<file path="src/rtl/bus_arbiter.sv">
// bus_arbiter: round-robin bus arbiter with registered grant and optional tenure watchdog.
//
// Only one requester holds the bus at a time. Each release is followed by one IDLE cycle
// before the next grant. The next search starts just above the requester that was released.
//
// Optional feature (compile-time macro ARB_TIMEOUT_EN):
//   When the macro is defined, a tenure counter limits each grant to TIMEOUT cycles.
//   A forced release raises timeout_err for the one IDLE cycle that follows it.
//   When the macro is undefined, there is no counter and timeout_err is tied low.
//
// Parameters:
//   NUM_REQ  number of requesters (2..16)
//   IDX_W    grant index width, must equal $clog2(NUM_REQ)
//   TIMEOUT  maximum grant tenure in cycles (1..255), used only with ARB_TIMEOUT_EN
//
// Ports:
//   clk          clock, rising-edge active
//   rst_n        asynchronous active-low reset
//   req          per-requester level request, bit i = requester i
//   done         release strobe from the current grant holder
//   grant_valid  high while a grant is held
//   grant_idx    binary index of the grant holder, 0 when no grant
//   grant_oh     one-hot form of grant_idx when valid, all zero otherwise
//   timeout_err  one-cycle pulse after a watchdog-forced release
module bus_arbiter #(
    parameter int unsigned NUM_REQ = 4,
    parameter int unsigned IDX_W   = 2,
    parameter int unsigned TIMEOUT = 15
) (
    input  logic               clk,
    input  logic               rst_n,
    input  logic [NUM_REQ-1:0] req,
    input  logic               done,
    output logic               grant_valid,
    output logic [IDX_W-1:0]   grant_idx,
    output logic [NUM_REQ-1:0] grant_oh,
    output logic               timeout_err
);

    if (NUM_REQ < 2 || NUM_REQ > 16 || IDX_W != $clog2(NUM_REQ) ||
        TIMEOUT < 1 || TIMEOUT > 255) begin : gen_param_check
        $error("bus_arbiter: illegal parameter combination");
    end

    typedef enum logic [0:0] {
        StIdle,
        StGrant
    } state_e;

    state_e             state_q, state_d;
    logic [IDX_W-1:0]   ptr_q, ptr_d;
    logic [IDX_W-1:0]   idx_q, idx_d;
    logic               sel_found;
    logic [IDX_W-1:0]   sel_idx;
    logic               rel;
    logic               expire;

`ifdef ARB_TIMEOUT_EN
    // The release fires on the edge where the counter would reach TIMEOUT.
    // As a result, the grant is visible for exactly TIMEOUT cycles.
    localparam logic [7:0] TenureLast = 8'(TIMEOUT - 1);

    logic [7:0] tenure_q, tenure_d;
    logic       err_q, err_d;

    assign expire      = (tenure_q == TenureLast);
    assign timeout_err = err_q;
`else
    assign expire      = 1'b0;
    assign timeout_err = 1'b0;
`endif

    // Rotating priority search.
    // Scan upward from ptr and wrap to 0; the first set req bit wins.
    always_comb begin
        int unsigned pos;
        pos       = 0;
        sel_found = 1'b0;
        sel_idx   = '0;
        for (int unsigned i = 0; i < NUM_REQ; i++) begin
            pos = (32'(ptr_q) + i) % NUM_REQ;
            if (!sel_found && req[pos]) begin
                sel_found = 1'b1;
                sel_idx   = IDX_W'(pos);
            end
        end
    end

    // Release takes priority over any new request that arrives in the same cycle.
    assign rel = done || !req[idx_q];

    always_comb begin
        state_d = state_q;
        ptr_d   = ptr_q;
        idx_d   = idx_q;
`ifdef ARB_TIMEOUT_EN
        tenure_d = tenure_q;
        err_d    = 1'b0;
`endif
        unique case (state_q)
            StIdle: begin
`ifdef ARB_TIMEOUT_EN
                tenure_d = '0;
`endif
                if (sel_found) begin
                    state_d = StGrant;
                    idx_d   = sel_idx;
                end
            end
            StGrant: begin
                if (rel || expire) begin
                    state_d = StIdle;
                    idx_d   = '0;
                    ptr_d   = (idx_q == IDX_W'(NUM_REQ - 1)) ? '0 : idx_q + 1'b1;
`ifdef ARB_TIMEOUT_EN
                    err_d   = expire && !rel;
`endif
                end else begin
`ifdef ARB_TIMEOUT_EN
                    tenure_d = tenure_q + 8'd1;
`endif
                end
            end
            default: state_d = StIdle;
        endcase
    end

    always_ff @(posedge clk or negedge rst_n) begin
        if (!rst_n) begin
            state_q <= StIdle;
            ptr_q   <= '0;
            idx_q   <= '0;
`ifdef ARB_TIMEOUT_EN
            tenure_q <= '0;
            err_q    <= 1'b0;
`endif
        end else begin
            state_q <= state_d;
            ptr_q   <= ptr_d;
            idx_q   <= idx_d;
`ifdef ARB_TIMEOUT_EN
            tenure_q <= tenure_d;
            err_q    <= err_d;
`endif
        end
    end

    // Outputs are decoded straight from flops.
    // This lets an asynchronous reset clear them without waiting for a clock edge.
    assign grant_valid = (state_q == StGrant);
    assign grant_idx   = idx_q;

    always_comb begin
        grant_oh = '0;
        if (state_q == StGrant) begin
            grant_oh[idx_q] = 1'b1;
        end
    end

endmodule

</file>
<file path="config.mk">
export PLATFORM = sky130hd
export DESIGN_NAME = bus_arbiter
export DESIGN_NICKNAME = d
export VERILOG_FILES = /design/src/rtl/bus_arbiter.sv
export SDC_FILE = /design/constraint.sdc
export NUM_CORES = 1
export LEC_CHECK = 0
export ABC_AREA = 0
export ABC_CLOCK_PERIOD_IN_PS = 1600
export BUFFER_PORTS_ARGS = -buffer_cell sky130_fd_sc_hd__buf_2
export CAP_MARGIN = 20
export CORE_AREA = 3 3 40 42
export CTS_CLUSTER_DIAMETER = 120
export DETAILED_ROUTE_END_ITERATION = 6
export DIE_AREA = 0 0 43 45
export GPL_TIMING_DRIVEN = 0
export PLACE_DENSITY_LB_ADDON = 0.08
export SYNTH_ARGS = -nofsm -noshare
export SYNTH_HDL_FRONTEND = slang
export SYNTH_SLANG_ARGS = --single-unit
export TNS_END_PERCENT = 5
</file>
<file path="constraint.sdc">
create_clock -name clk -period 1.6 [get_ports clk]
set_clock_uncertainty 0.05 [all_clocks]
set_input_delay 0.24 -clock clk [delete_from_list [all_inputs] [get_ports clk]]
set_output_delay 0.24 -clock clk [all_outputs]
set_load 0.05 [all_outputs]
</file>
Word-level counts from Yosys, hierarchy flattened
Index checks and enable logic that the tools add are counted.
{"block": "classes", "n_lt_le_gt_ge": 6, "n_mul": 0, "n_shift": 0, "n_eq_ne": 3, "bitwise_logic": 1, "n_reduce_logical": 11, "n_mux": 28, "add_sub_neg": 4, "n_div": 0}
{"operator": "2-bit by 3-bit < comparator with 1-bit output, second input constant", "n": 5}
{"operator": "2-bit two-way mux", "n": 7}
{"operator": "1-bit two-way mux", "n": 12}
{"operator": "1-bit binary-select mux with 2-bit select", "n": 5}
{"operator": "2-bit by 1-bit adder with 2-bit output, second input constant", "n": 2}
{"operator": "2-bit adder, second input constant", "n": 2}
{"operator": "1-bit logical AND", "n": 4}
{"operator": "1-bit zero test", "n": 4}
{"operator": "4-bit two-way mux", "n": 1}
{"operator": "2-bit case mux with 2 select lines", "n": 1}
{"operator": "2-bit AND reduction", "n": 2}
{"operator": "1-bit demux with 2-bit select", "n": 1}
{"operator": "2-bit == test, second input constant", "n": 1}
{"operator": "2-bit by 1-bit >= comparator with 1-bit output, second input constant", "n": 1}
{"operator": "2-bit by 1-bit inequality test with 1-bit output, second input constant", "n": 1}
{"operator": "2-bit inequality test, second input constant", "n": 1}
{"operator": "1-bit case mux with 2 select lines", "n": 1}
{"operator": "1-bit logical OR", "n": 1}
{"operator": "1-bit inverter", "n": 1}
{"block": "word_totals", "ram_bits": 0, "out_inout_bits": 8, "rom_bits": 0, "register_bits": 5, "mem_count": 0, "latch_bits": 0, "elab_cells": 56}

Depth between registers and ports, before layout
Gate-level depths: netlist (run 1).
{"block": "logic_depth", "ltp_word": 14, "depth_mapped": 4}

Worst setup path before layout (run 1)
Ideal clock, no wire load.
{"block": "synth_path", "path_kind": "flip-flop to flip-flop", "startpoint": "reg idx_q[1], in the netlist grant_idx[1]", "endpoint": "reg ptr_q[0]", "arrival_ps": 1684, "t_required_ps": 1425, "slack_ps": -259, "setup_ps": 125, "synth_period_minus_slack_ps": 1859, "n_path_buf": 0, "stages_incl_launch_ff": 5, "path_cell_list": "dfrtp_1 -> inv_2 -> or3_4 -> o311ai_4 -> mux2_4"}
{"block": "synth_between", "elab_chain_len": 5, "word_cells_on_any_way": 7, "cone_classes": "eq/ne: 1; mux: 3; reduce/logical: 3"}
{"element": "start, declared", "line": "52", "text": "logic [IDX_W-1:0] idx_q, idx_d;"}
{"element": "start signal, assigned", "line": "140", "text": "idx_q <= idx_d;"}
{"element": "1-bit binary-select mux with 2-bit select", "line": "90", "text": "assign rel = done || !req[idx_q];"}
{"element": "1-bit two-way mux (implied by the code)", "line": "90"}
{"element": "1-bit zero test", "line": "90"}
{"element": "1-bit logical OR", "line": "90"}
{"element": "2-bit AND reduction (no line)"}
{"element": "end signal, assigned", "line": "139", "text": "ptr_q <= ptr_d;"}
{"element": "end, declared", "line": "51", "text": "logic [IDX_W-1:0] ptr_q, ptr_d;"}
Several ways; a longest one is shown, not always the timed one. The select of a mux whose other input is x is not followed.
A chain may end at the register's enable or synchronous reset.

Worst setup path after layout (run 1)
{"block": "layout_path", "startpoint": "reg idx_q[0], in the netlist grant_idx[0]", "endpoint": "reg ptr_q[1]"}
Same word-level chain as after synthesis.

==> flow_metrics.tcl, run 1 <==
set metrics [dict create \
    antenna_found_initial 0 \
    met2_usage_pct 18.3 \
    tritoncts "done" \
    cap_violations 0 \
    synth.distinct_cells 23 \
    dp_slack_ps 25.7 \
    grt_use_total_pct 12.7 \
    path_buf_inv 1 \
    viasPerCell 4.87 \
    end_kind "register" \
    post-route-period-util_pct 100 \
    vias 404 \
    hp-class "input port to async pin" \
    worst_pin_slew_ps 571 \
    rsz0062_at_grt "true" \
    dr.first_iter.drc_count 2 \
    pwr_density_cell_nw_per_um2 2150 \
    setup_viol 2 \
    clock-root-buffer "clkbuf_4" \
    seq_area_frac_synth_pct 28.2 \
    synth-seq-cells 5 \
    clk_path_buf_depth 2 \
    cts_htree_levels 1 \
    violations "negative setup slack" \
    cp_slowest_cell "dfrtp_2" \
    fin_nets 80 \
    clk_latency_ps 240 \
    period_needed_ps 1600 \
    fmax_mhz 623 \
    design.portCount 15 \
    synth_area_leaders "dfrtp_1, ha_1, mux2i_1" \
    grt_pass1_wl_um 1830 \
    cts_buffers 3 \
    coreArea_um2 1280 \
    place_area_um2 533 \
    r2r-start "grant_idx[0]$_DFFE_PN0P_" \
    yosys_warnings 0 \
    critPathTopFamily "multiplexers" \
    crit_fanout 8 \
    wl_per_cell_um 13.0 \
    io_buffers 13 \
    crit_chain "buf_4 -> mux2i_1 -> o311ai_4 -> mux2_4" \
    die_w_um 43 \
    p_leak_uw 0.000307 \
    cts_sinks 5 \
    wl_um 1080 \
    start_util_pct 34.6 \
    crit_type "register to register" \
    fin_area_um2 633 \
    grt_overflow 0 \
    detailedRoute.firstPassIterationCount 4 \
    synth.top_cell.area_share_pct 28.2 \
    vdd_drop_max_v 0.00121 \
    reg2regPathDepth 4 \
    drive_gt1_share_pct 45.6 \
    area_growth_pct 42.5 \
    antenna_cells 0 \
    dieArea_um2 1940 \
    critPathArrivalTime_ps 1670 \
    final_antenna_net_count 0 \
    worstPathRequired_ps 1670 \
    grt_use_met1_pct 17.8 \
    synth.cell_area_um2 444 \
    die_h_um 45 \
    p_total_uw 1360 \
    status "finished with violations" \
    grt_max_degree 11 \
    mappedNetlistNets 57 \
    place_congestion 0.670 \
    rows 13 \
    fin_util_pct 49.3 \
    grt_pass1_vias 400 \
    grt-busiest-layer "met2" \
    hold_violations 0 \
    syn_avg_cell_area_um2 9.66 \
    final.setup.worst_slack_ps -3.92 \
    drc_errors 0 \
    slowest_delay_ps 470 \
    clk_pin_slew_worst_paths_ps 40 \
    critPathLaunch "grant_idx[0]$_DFFE_PN0P_" \
    cp-start-kind "register" \
    max_slew_margin_pct 61.6 \
    place_hpwl_um 715 \
    syn_inst 46 \
    report.final.slew_viol_count 0 \
    grt_use_met3_pct 1.20 \
    nFillCells 123 \
    synth_area_leader_cell "dfrtp_1" \
    reg2reg_slack_ps -4 \
    holdWs_ps 292 \
    r2r-end "ptr_q[1]$_DFFE_PN0P_" \
]
worst reg2reg max path, delay by kind of cell, from the launching register on:
family                 cells  cell delay, ps
DFF                        1             470
AOI/OAI and AO/OA          1             320
buffers and inverters      1             170
muxes                      2             480
registers in the layout (all words and copies together) (netlist names):
name	cells
ptr_q	2
grant_valid	1
grant_idx	2
power by group:
| part | switching (uW) | internal [uW] |
|---|---|---|
| registers | 137 | 199 |
| clock network | 50.6 | 94.2 |
| logic | 481 | 397 |
logic make-up after synthesis:
group | after synthesis | share of synthesized area, %
AO/OA/AOI/OAI | 11 | 20.6
adder cells (fa/ha/maj) | 4 | 11.3
buffers and inverters | 5 | 5.07
flip-flops | 5 | 28.2
multiplexers | 6 | 15.8
other | 1 | 0.844
AND/OR/NAND/NOR | 14 | 18.3
worst max-delay path by stage:
stage / slack, ps / to / depth (start not counted)
floorplan: -40 / ptr_q[0]$_DFFE_PN0P_ / 4
global placement: 20 / ptr_q[1]$_DFFE_PN0P_ / 4
detailed placement: 30 / ptr_q[1]$_DFFE_PN0P_ / 4
CTS: 4 / grant_oh[2] / 4
global route: -20 / ptr_q[0]$_DFFE_PN0P_ / 4
finish: -4 / ptr_q[1]$_DFFE_PN0P_ / 4
placed cells by master, fill, tap and decap left out, types with 2 or more instances in the layout:
cell	netlist	final
a21oi_1	4	4
and2_1	4	2
and2_4	0	2
buf_2	0	9
buf_4	1	5
buf_6	0	3
clkbuf_4	0	3
dfrtp_1	5	3
ha_1	4	4
inv_1	3	2
inv_2	1	2
mux2_4	2	2
mux2i_1	4	4
nand2_1	2	2
nand2b_1	2	2
nor2_1	3	3
per-layer routing:
layer	wire length (um)	vias up
met5	0	-
met4	0	0
met1	504	187
met2	539	10
met3	37	0
li1	-	207
stage by stage:
stage | instances | setup TNS [ps]
finish | 83 | -5.69
global route | 83 | -76.9
CTS | 79 | 0
detailed placement | 74 | 0
global placement | 74 | 0
floorplan | 46 | -75.8
Yosys cell counts:
cell	count
nor4_1	1
o311ai_4	1
and2_1	4
o21ai_0	1
dfrtp_1	5
o41a_1	1
ha_1	4
a22oi_1	1
mux2i_1	4
nor2_1	3
or3_4	1
or4_1	1
a21boi_0	1
mux2_4	2
o21a_1	1
a21oi_1	4
inv_1	3
nand2_1	2
buf_4	1
conb_1	1
nand2b_1	2
o22ai_1	1
inv_2	1
area by class of cell:
class	instances	area [um^2]	share of cell area (%)
repair buffers	18	134	21.1
inverters	4	15.0	2.37
well taps	15	18.8	2.96
clock buffers	4	26.3	4.15
plain buffers	1	7.51	1.19
multi-input cells	36	302	47.6
flip-flops and latches	5	130	20.6
what timing repair did:
item	4_1_cts	5_1_grt
endpoints found under the hold margin	5	0
hold buffers	1	0
endpoints found under the setup margin	4	6
resized for setup	6	6
setup buffers	0	4
No activity file was read; power rests on OpenSTA's default activity.
==> run 2: changes to the inputs <==
--- a/config.mk
+++ b/config.mk
@@ -15,6 +15,7 @@
 export DIE_AREA = 0 0 43 45
 export GPL_TIMING_DRIVEN = 0
 export PLACE_DENSITY_LB_ADDON = 0.08
+export SETUP_SLACK_MARGIN = 0.15
 export SYNTH_ARGS = -nofsm -noshare
 export SYNTH_HDL_FRONTEND = slang
 export SYNTH_SLANG_ARGS = --single-unit
==> run 2 against run 1 <==
  * The run now ends clean
  * Setup slack gained 47 ps
  * Worst hold slack got worse by 2.0 ps
  * Register-to-register slack better by 50 ps
  * Final cell count down 2.4%
  * Flip-flop and latch count unchanged
  * Cell area grew 0.79%
  * Sequential power decreased by 2%
  * Power barely moved
  * Die area unchanged
  * Critical path depth unchanged
  * Critical path type unchanged
  * Critical endpoint unchanged
  * Largest cell class unchanged
==> flow_metrics.tcl, run 2 (synthesized netlist as in run 1, its figures left out) <==
set metrics [dict create \
    crit_fanout 6 \
    worstPathRequired_ps 1670 \
    grt_pass1_wl_um 1880 \
    status "completed" \
    antenna_found_initial 0 \
    clk_path_buf_depth 2 \
    cts_sinks 5 \
    dp_cells 74 \
    pwr_density_cell_nw_per_um2 2130 \
    fin_util_pct 49.7 \
    dieArea_um2 1940 \
    design.portCount 15 \
    critPathArrivalTime_ps 1630 \
    post-route-period-util_pct 97.3 \
    final_antenna_net_count 0 \
    cap_violations 0 \
    cts_htree_levels 1 \
    die_h_um 45 \
    met2_usage_pct 18.9 \
    rows 13 \
    antenna_cells 0 \
    end_kind "register" \
    drc_errors 0 \
    p_leak_uw 0.000297 \
    r2r-end "ptr_q[1]$_DFFE_PN0P_" \
    vias 398 \
    p_int_uw 693 \
    reg2regPathDepth 4 \
    rsz0062_at_grt "true" \
    p_seq_share_pct 24.2 \
    worst_pin_slew_ps 680 \
    fin_nets 78 \
    grt_pass1_vias 414 \
    hp-class "input port to async pin" \
    tns_ps 0 \
    viasPerCell 4.91 \
    clk_latency_ps 240 \
    grt-busiest-layer "met2" \
    fmax_mhz 642 \
    dr.first_iter.drc_count 5 \
    nFillCells 130 \
    final_common_cell "buf_2" \
    period_needed_ps 1560 \
    grt_max_degree 11 \
    reg2reg_slack_ps 40 \
    drive_gt1_share_pct 50.0 \
    seq_area_um2 131 \
    coreArea_um2 1280 \
    r2r-start "grant_idx[0]$_DFFE_PN0P_" \
    detailedRoute.firstPassIterationCount 2 \
    cp-start-kind "register" \
    max_slew_margin_pct 54.3 \
    p_sw_uw 665 \
    grt_use_total_pct 13.1 \
    setup_viol 0 \
    cts_buffers 3 \
    crit_type "register to register" \
    area_growth_pct 43.7 \
    clk_pin_slew_worst_paths_ps 40 \
    vdd_drop_max_v 0.00128 \
    final_cell_mix "buf_2, mux2i_1, a21oi_1" \
    place_hpwl_um 715 \
    die_w_um 43 \
    tritoncts "done" \
    hold_violations 0 \
    grt_overflow 0 \
    report.final.slew_viol_count 0 \
    grt_use_met1_pct 18.5 \
    place_congestion 0.670 \
    io_buffers 13 \
    grt_use_met3_pct 1.20 \
    p_clk_share_pct 10.6 \
    multiInputGateArea_um2 310 \
    wl_per_cell_um 12.5 \
    comb_power_share_pct 65.2 \
    p_total_uw 1360 \
    start_util_pct 34.6 \
    wl_um 1010 \
    swShare_pct 49.0 \
    fin_cells 81 \
    clock-root-buffer "clkbuf_4" \
]
[run 2: cell types whose count changed in the layout (fill, tap and decap cells not counted), sizes merged]
cell / change
buf: -2
[run 2: per-stage QoR]
stage / instance area, um^2 / hold slack (ps) / worst slack [ps]
2_1_floorplan: 449 / -106 / -37.9
3_3_place_gp: 533 / 7.38 / 23.2
3_5_place_dp: 533 / 5.64 / 25.7
4_1_cts: 602 / 288 / 36.0
5_1_grt: 638 / 300 / -0.766
6_report: 638 / 290 / 43.2
[run 2: final cells by class]
type | instances | share of cell area (%)
Buffer | 1 | 1.18
Timing Repair Buffer | 16 | 19.8
Sequential cell | 5 | 20.6
Multi-Input combinational cell | 36 | 48.6
Tap cell | 15 | 2.94
Inverter | 4 | 2.75
Clock buffer | 4 | 4.12
[run 2: how the worst max path moves through the flow]
stage,depth (start not counted),end,start,slack (ps)
final,4,ptr_q[1]$_DFFE_PN0P_,grant_idx[0]$_DFFE_PN0P_,40
after global routing,4,ptr_q[0]$_DFFE_PN0P_,grant_idx[0]$_DFFE_PN0P_,-0.8
after CTS,4,grant_oh[0],grant_idx[0]$_DFFE_PN0P_,40
after detailed placement,4,ptr_q[1]$_DFFE_PN0P_,grant_idx[0]$_DFFE_PN0P_,30
after global placement,4,ptr_q[1]$_DFFE_PN0P_,grant_idx[0]$_DFFE_PN0P_,20
after floorplan,4,ptr_q[0]$_DFFE_PN0P_,grant_idx[0]$_DFFE_PN0P_,-40
[run 2: routing by layer]
| metal | wire [um] | part of all wire [%] |
|---|---|---|
| met1 | 505 | 50 |
| met2 | 464 | 46 |
| met4 | 0 | 0 |
| met5 | 0 | 0 |
| met3 | 42 | 4.2 |
[run 2: critical path: stages (launching register included)]
cell	delay, ps
dfrtp_2	460
mux2i_1	140
or3_4	350
o311ai_4	110
mux2_4	330
[run 2: power groups by stage]
stage	Clock, uW	Sequential [uW]	Combinational, uW
3_5_place_dp	0	344	708
6_report	144	329	886
5_1_grt	168	350	951
3_3_place_gp	0	347	715
4_1_cts	150	314	820
2_1_floorplan	0	428	460
[run 2: what timing repair did]
item | CTS | global route
gates resized for setup | 6 | 14
hold buffers | 1 | 0
setup endpoints to repair | 6 | 9
buffers inserted | 2 | 0
hold endpoints to repair | 5 | 0
